$ cat src/rtl/onehot_encoder_8to3.sv
// Sticky 8-input request collector that presents pending requests one at a time,
// in fixed priority order, as a 3-bit index on a registered valid/ready output.
module onehot_encoder_8to3 #(
  parameter bit LOW_FIRST = 1'b1
) (
  input  logic       clk,
  input  logic       rst_n,
  input  logic [7:0] req,
  input  logic       out_ready,
  output logic       out_valid,
  output logic [2:0] out_code,
  output logic [7:0] pending,
  output logic       overflow
);

  typedef enum logic {
    IDLE    = 1'b0,
    PRESENT = 1'b1
  } state_t;

  state_t     state_reg;
  logic [2:0] code_reg;
  logic [7:0] pending_reg;
  logic       overflow_reg;

  logic       acc;
  logic [7:0] clr;
  logic [7:0] pend_eff;
  logic [2:0] sel;

  assign acc = (state_reg == PRESENT) && out_ready;

  // Only the bit currently on out_code is retired by a handshake.
  generate
    for (genvar gi = 0; gi < 8; gi++) begin : g_clr
      assign clr[gi] = acc && (code_reg == 3'(gi));
    end
  endgenerate

  assign pend_eff = pending_reg & ~clr;

  // Highest-priority set bit: the last match written in the scan wins.
  always_comb begin
    sel = 3'd0;
    if (LOW_FIRST) begin
      for (int i = 7; i >= 0; i--) begin
        if (pend_eff[i]) sel = 3'(i);
      end
    end else begin
      for (int i = 0; i < 8; i++) begin
        if (pend_eff[i]) sel = 3'(i);
      end
    end
  end

  always_ff @(posedge clk) begin
    if (!rst_n) begin
      state_reg    <= IDLE;
      code_reg     <= 3'd0;
      pending_reg  <= 8'd0;
      overflow_reg <= 1'b0;
    end else begin
      pending_reg  <= pend_eff | req;
      overflow_reg <= |(req & pend_eff);
      // A presented code is held until taken; new selection only on idle or accept.
      if (state_reg == IDLE || acc) begin
        if (pend_eff != 8'd0) begin
          state_reg <= PRESENT;
          code_reg  <= sel;
        end else begin
          state_reg <= IDLE;
        end
      end
    end
  end

  assign out_valid = (state_reg == PRESENT);
  assign out_code  = code_reg;
  assign pending   = pending_reg;
  assign overflow  = overflow_reg;

endmodule

$ cat config.mk
export PLATFORM = sky130hd
export DESIGN_NAME = onehot_encoder_8to3
export DESIGN_NICKNAME = d
export VERILOG_FILES = /design/src/rtl/onehot_encoder_8to3.sv
export SDC_FILE = /design/constraint.sdc
export NUM_CORES = 1
export LEC_CHECK = 0
export ABC_AREA = 1
export CAP_MARGIN = 30
export CORE_MARGIN = 10
export CORE_UTILIZATION = 42
export CTS_CLUSTER_DIAMETER = 200
export DETAILED_ROUTE_END_ITERATION = 6
export HOLD_SLACK_MARGIN = 0.05
export PLACE_DENSITY = 0.77
export SYNTH_ARGS = -nofsm -noshare
export SYNTH_HDL_FRONTEND = slang
export SYNTH_SLANG_ARGS = --single-unit
$ cat constraint.sdc
create_clock -name clk -period 1.7 [get_ports clk]
set_clock_uncertainty 0.1 [all_clocks]
set_input_delay 0.425 -clock clk [delete_from_list [all_inputs] [get_ports clk]]
set_output_delay 0.425 -clock clk [all_outputs]
set_load 0.02 [all_outputs]
==> results of run 1 <==
==> cell usage after synthesis <==
cell	count	area, µm²
nor2_4	1	11.3
nand3_2	1	10.0
inv_2	2	7.51
clkinv_1	1	3.75
nand2_1	16	60.1
nor2_1	11	41.3
a21oi_2	1	8.76
o21ai_1	6	30.0
a21oi_1	10	50.1
nor2_2	1	6.26
o22ai_1	4	25.0
inv_1	12	45.0
nand2_2	3	18.8
dfxtp_1	13	260
o21ai_2	4	35.0
o21ai_0	1	5.00
a31oi_1	1	6.26
nand3b_4	1	20.0
==> per-layer routing <==
layer | global-route usage (%) | wire length [µm] | vias up
met5 | 0 | 0 | -
met4 | 4.26 | 22 | 0
met3 | 2.79 | 117 | 4
met2 | 18.3 | 896 | 18
met1 | 12.5 | 787 | 320
li1 | - | - | 371
==> worst paths after layout <==
kind,startpoint,end,slack (ns),cells after the start
max,out_code[2]$_SDFFE_PN0P_,out_code[2],0.11,1
min,out_code[2]$_SDFFE_PN0P_,out_code[2]$_SDFFE_PN0P_,0.46,2
max reg2reg,out_code[2]$_SDFFE_PN0P_,out_code[1]$_SDFFE_PN0P_,0.19,7
min reg2reg,out_code[2]$_SDFFE_PN0P_,out_code[2]$_SDFFE_PN0P_,0.46,2
==> logic make-up after synthesis <==
logic type | after synthesis | share of synthesized area, %
and+or+nand+nor | 34 | 26.0
DFF | 13 | 40.4
buffers and inverters | 15 | 8.74
AOI/OAI and AO/OA | 27 | 24.9
==> per-stage QoR <==
stage	setup slack, ns	TNS (ns)
2_1_floorplan	0.0981	0
3_3_place_gp	-0.390	-1.91
3_5_place_dp	-0.455	-2.42
4_1_cts	0.0688	0
5_1_grt	0.0208	0
6_report	0.114	0
==> power by group <==
part | switching, mW | leakage [nW] | total (mW) | internal, mW
clock | 0.108 | 0.0150 | 0.199 | 0.0912
sequential | 0.0221 | 0.109 | 0.353 | 0.330
combinational | 0.135 | 0.381 | 0.246 | 0.110
==> cell type report <==
type                    count  area, µm²
multi-input cells          61        335
repair buffers             35        304
flip-flops and latches     13        262
well taps                  16       20.0
inverters                  15       56.3
clock buffers               4       26.3
fillers                   148        468
==> what timing repair did <==
action,CTS,global route
setup buffers,1,0
cloned,0,0
resized for setup,15,2
endpoints found under the setup margin,18,2
hold buffers,0,0
==> impl_metrics.json, run 1 <==
{
  "largest_register_ffs": 8,
  "cp_max_fo": 4,
  "worstHoldPathType": "reg2reg",
  "num_rows": 14,
  "hold_viol": 0,
  "cp-start-kind": "flip-flop",
  "drc": 0,
  "crit_chain": "dlygate4sd2_1",
  "fin_nets": 140,
  "diodes": 0,
  "crit_family": "flip-flops",
  "required_ns": 1.17,
  "status": "finished, final reports clean",
  "final_cell_mix": "nand2_1 (16), dlygate4sd2_1 (13), inv_1 (12), dfxtp_1 (12), buf_4 (12)",
  "avgSynthCellArea_um2": 7.24,
  "die_h_um": 59.2,
  "gr-total-overflow": 0,
  "min_period_ns": 1.59,
  "final_area_um2": 1000,
  "drt_wl_total_um": 1820,
  "max_freq_mhz": 630,
  "h-tree-depth": 1,
  "ir_drop_mv": 0.560,
  "ys_ff_latch": 13,
  "fin_cells": 144,
  "crit_type": "reg2out",
  "portBuffers": 23,
  "pwr_density_cell_nw_per_um2": 795,
  "mostFrequentLayoutCell": "nand2_1",
  "pin_count": 24,
  "power_mw": 0.797,
  "grt_max_degree": 10,
  "clock_sinks": 13,
  "start_util_pct": 43.8,
  "numCtsBuffers": 3,
  "critical_path.max_stage_delay_ns": 0.42,
  "grt_pass1_wl_um": 3110,
  "cp.arrival_ns": 1.06,
  "finalMaxSlewViolations": 0,
  "cts_tree": "built",
  "yosysWarningCount": 0,
  "fin_crit_sh_pct": 93.3,
  "cp_slowest_cell": "dfxtp_1",
  "fp.dieW_um": 59.2,
  "clock_latency_ns": 0.28,
  "maxCapViolations": 0,
  "yosysUniqueCellTypes": 18,
  "clock_path_buffers": 2,
  "first_global_vias": 729,
  "first_pass_iters": 4,
  "cts-root-buf": "clkbuf_4",
  "initialDrtViolationCount": 4,
  "drive_gt1_share_pct": 23.4,
  "clk_pin_slew_ns": 0.08,
  "dieArea_um2": 3500,
  "antenna_found_initial": 0,
  "syn2layout_area_growth_pct": 55.7,
  "placed_cells": 139,
  "grt_use_total_pct": 10.8,
  "relSlewSlack_pct": 81.9,
  "worstMarginPinSlew_ns": 0.270,
  "netlist_instances": 89,
  "path_buf_inv": 1,
  "synth_fp_nets": 100,
  "p_leak_nw": 0.504,
  "vias_per_cell": 4.95,
  "globalplace.congestion": 0.874,
  "syn_area_um2": 644,
  "utilization_pct": 68.2,
  "dp_hpwl_um": 1530,
  "holdWs_ns": 0.460,
  "placed_cell_area_um2": 977,
  "core_um2": 1470,
  "drtAntennaViolNets": 0,
  "setup_viol": 0,
  "rsz0062_at_grt": "no",
  "yosysSeqAreaShare_pct": 40.4,
  "dr_total_vias": 713,
  "cp-end-kind": "output port",
  "wl_per_cell_um": 12.7
}
(Power assumes the default switching activity.)
==> inputs of run 2 (changes only) <==
--- a/config.mk
+++ b/config.mk
@@ -5,14 +5,13 @@
 export SDC_FILE = /design/constraint.sdc
 export NUM_CORES = 1
 export LEC_CHECK = 0
-export ABC_AREA = 1
 export CAP_MARGIN = 30
+export CORE_ASPECT_RATIO = 2
 export CORE_MARGIN = 10
-export CORE_UTILIZATION = 42
+export CORE_UTILIZATION = 25
 export CTS_CLUSTER_DIAMETER = 200
 export DETAILED_ROUTE_END_ITERATION = 6
 export HOLD_SLACK_MARGIN = 0.05
-export PLACE_DENSITY = 0.77
 export SYNTH_ARGS = -nofsm -noshare
 export SYNTH_HDL_FRONTEND = slang
 export SYNTH_SLANG_ARGS = --single-unit
==> run 2 against run 1 <==
  * The run now ends with setup timing left
  * Register-to-register slack worse by 0.28 ns
  * Clock power up 43%
  * Combinational power up 13%
  * Wire length up 30%
  * Core utilization down 25 points
  * Final cell count unchanged
  * Via count up 4.9%
  * Fmax down 11%
  * Largest cell class unchanged
==> impl_metrics.json, run 2 <==
{
  "crit_cells": 5,
  "dp_hpwl_um": 1920,
  "synth_area_leaders": "dfxtp_1 (39%), nor2_1 (9.7%), nor4_4 (6.4%)",
  "ys_ff_latch": 13,
  "first_pass_iters": 4,
  "finalMaxSlewViolations": 0,
  "critical_path.max_stage_delay_ns": 0.42,
  "synth_compound_area_share_pct": 32.4,
  "fp.dieW_um": 56.4,
  "met1_length_um": 753,
  "h-tree-depth": 1,
  "diodes": 0,
  "start_util_pct": 26.0,
  "p_int_mw": 0.636,
  "final_area_um2": 1110,
  "violations": "setup timing",
  "synth_edf_count": 0,
  "yosys.area_share.simple_pct": 25.6,
  "drive_gt1_share_pct": 31.0,
  "drt_wl_total_um": 2370,
  "wl_met3_um": 125,
  "r2r_cells": 5,
  "power.switching_mw": 0.280,
  "cp.arrival_ns": 1.80,
  "yosysUniqueCellTypes": 29,
  "syn_area_um2": 661,
  "drc": 0,
  "p_leak_nw": 0.483,
  "pre_cts_ws_ns": -0.706,
  "netlist_instances": 73,
  "yosys.cell_count.top_type": "nor2_1",
  "crit_chain": "or3b_4, o21a_4, nor4_4, a21oi_2, mux2i_1",
  "ir_drop_mv": 0.354,
  "cts-root-buf": "clkbuf_8",
  "top_layer": "met4",
  "layout_setup_ws_ns": -0.0878,
  "yosysSeqAreaShare_pct": 39.4,
  "endpoint": "out_code[1]$_SDFFE_PN0P_",
  "placed_cells": 139,
  "pwr-share-comb_pct": 30.4,
  "synth_fp_nets": 84,
  "r2r_end": "out_code[1]$_SDFFE_PN0P_",
  "die_h_um": 92.7,
  "clk_pin_slew_ns": 0.06,
  "cp-end-kind": "flip-flop",
  "drtAntennaViolNets": 0,
  "antenna_found_initial": 0,
  "required_ns": 1.72,
  "maxCapViolations": 0,
  "cts_tree": "built",
  "largest_register_ffs": 8,
  "fillerInstances": 265,
  "max_freq_mhz": 559,
  "globalplace.congestion": 0.873,
  "fin_crit_sh_pct": 105,
  "initialDrtViolationCount": 27,
  "portBuffers": 23,
  "grt_pass1_wl_um": 3600,
  "clock_latency_ns": 0.25,
  "grt_use_total_pct": 8.89,
  "synthTopCellsByCount": "nor2_1 (17), dfxtp_1 (13), a22oi_1 (4), nand2_1 (4)",
  "synth_top_family_by_area": "compound AO/OA/AOI/OAI gates",
  "status": "finished with violations",
  "regToRegStartpoint": "out_code[1]$_SDFFE_PN0P_",
  "cp_max_fo": 5,
  "synth_top_cell_by_area": "dfxtp_1",
  "syn2layout_area_growth_pct": 67.4,
  "dr_total_vias": 748,
  "synth_adder_area_share_pct": 0,
  "utilization_pct": 43.6,
  "fin_cells": 144,
  "first_global_vias": 789,
  "worstMarginPinSlew_ns": 0.379,
  "relSlewSlack_pct": 74.5,
  "crit_family": "simple AND/OR/NAND/NOR gates",
  "async_flop_share_pct": 0,
  "wl_met2_um": 1360,
  "synth_top_area_share_pct": 39.4,
  "whs_path_depth": 1,
  "worstHoldPathType": "reg2reg",
  "synthMuxAreaShare_pct": 1.52,
  "clock_path_buffers": 2,
  "vias_per_cell": 5.19,
  "power_mw": 0.916,
  "crit_type": "reg2reg",
  "hold_viol": 0,
  "path_buf_inv": 0,
  "pwr_density_cell_nw_per_um2": 828,
  "min_period_ns": 1.79,
  "num_rows": 26,
  "cp-startpoint": "out_code[1]$_SDFFE_PN0P_",
  "setup_viol": 4,
  "clkPwrFrac_pct": 31.0,
  "pin_count": 24,
  "avgSynthCellArea_um2": 9.05,
  "synth-xor-area-share_pct": 0,
  "switching_share_pct": 30.6,
  "rsz0062_at_grt": "yes",
  "synthFlopType": "dfxtp_1",
  "fin_nets": 128,
  "wl_per_cell_um": 16.4,
  "pwr-share-seq_pct": 38.6,
  "clock_sinks": 13,
  "grt_max_degree": 10,
  "r2r_slack_ns": -0.09,
  "numCtsBuffers": 3,
  "cp_slowest_cell": "or3b_4",
  "placed_cell_area_um2": 1050,
  "dieArea_um2": 5220,
  "cp-start-kind": "flip-flop",
  "final_cell_mix": "nor2_1 (17), buf_4 (17), dlygate4sd2_1 (12), clkdlybuf4s50_1 (9), dfxtp_1 (9)",
  "core_um2": 2540,
  "gr-total-overflow": 0,
  "yosysWarningCount": 0
}
-- run 2: changes by cell type after synthesis, sizes merged, moves of 2 or more --
cell   before  now
a22oi       0    4
a21oi      11    3
nor4        0    2
a41oi       0    2
o22ai       4    0
o21a        0    7
inv        14    1
o31a        0    2
nor2       13   17
nand2      19    4
o21ai      11    4
-- run 2: power by group through the flow --
stage | combinational [mW] | sequential [mW] | clock [mW]
after global routing | 0.298 | 0.356 | 0.296
after global placement | 0.282 | 0.360 | 0
after floorplan | 0.109 | 0.387 | 0
final | 0.278 | 0.353 | 0.284
after CTS | 0.275 | 0.354 | 0.286
after detailed placement | 0.285 | 0.360 | 0
-- run 2: worst min-delay path by stage --
stage | start | end | slack (ns)
after floorplan | out_code[1]$_SDFFE_PN0P_ | out_code[1]$_SDFFE_PN0P_ | 0.42
after global placement | out_code[0]$_SDFFE_PN0P_ | out_code[0]$_SDFFE_PN0P_ | 0.50
after detailed placement | out_code[0]$_SDFFE_PN0P_ | out_code[0]$_SDFFE_PN0P_ | 0.51
after CTS | out_code[2]$_SDFFE_PN0P_ | out_code[2]$_SDFFE_PN0P_ | 0.49
after global routing | out_code[2]$_SDFFE_PN0P_ | out_code[2]$_SDFFE_PN0P_ | 0.50
final | out_code[2]$_SDFFE_PN0P_ | out_code[2]$_SDFFE_PN0P_ | 0.48
-- run 2: timing repair --
action | in CTS | in global routing
hold buffers | 0 | 0
endpoints found under the setup margin | 19 | 6
endpoints found under the hold margin | 0 | 0
setup buffers | 1 | 0
gates cloned | 0 | 0
gates resized for setup | 18 | 3
pin swaps | 6 | 3
-- run 2: cells by family after synthesis --
logic type | Yosys count
simple gates | 30
compound gates | 27
flops | 13
buf+inv | 2
mux | 1
-- run 2: layer usage --
layer  vias to the layer above  global-route usage (%)
li1                        359                       -
met1                       355                    5.98
met2                        26                    17.8
met3                         8                    3.15
met4                         0                    7.26
met5                         -                       0
-- run 2: layout make-up --
class | instances | area, µm² | area share, %
repair buffers | 40 | 340 | 30.8
well taps | 28 | 35.0 | 3.17
clock buffers | 4 | 45.0 | 4.07
flip-flops and latches | 13 | 265 | 24.0
inverters | 1 | 3.75 | 0.339
multi-input cells | 58 | 417 | 37.7
-- run 2: worst register-to-register path, cell delays in order (launching register included) --
cell	delay, ns
dfxtp_2	0.33
or3b_4	0.42
o21a_4	0.22
nor4_4	0.34
a21oi_2	0.11
mux2i_1	0.14
-- run 2: through the flow --
step / hold WS, ns / TNS, ns
2_1_floorplan: 0.420 / -0.231
3_3_place_gp: 0.505 / -4.91
3_5_place_dp: 0.509 / -5.33
5_1_grt: 0.495 / -0.632
4_1_cts: 0.490 / -0.399
6_report: 0.480 / -0.281
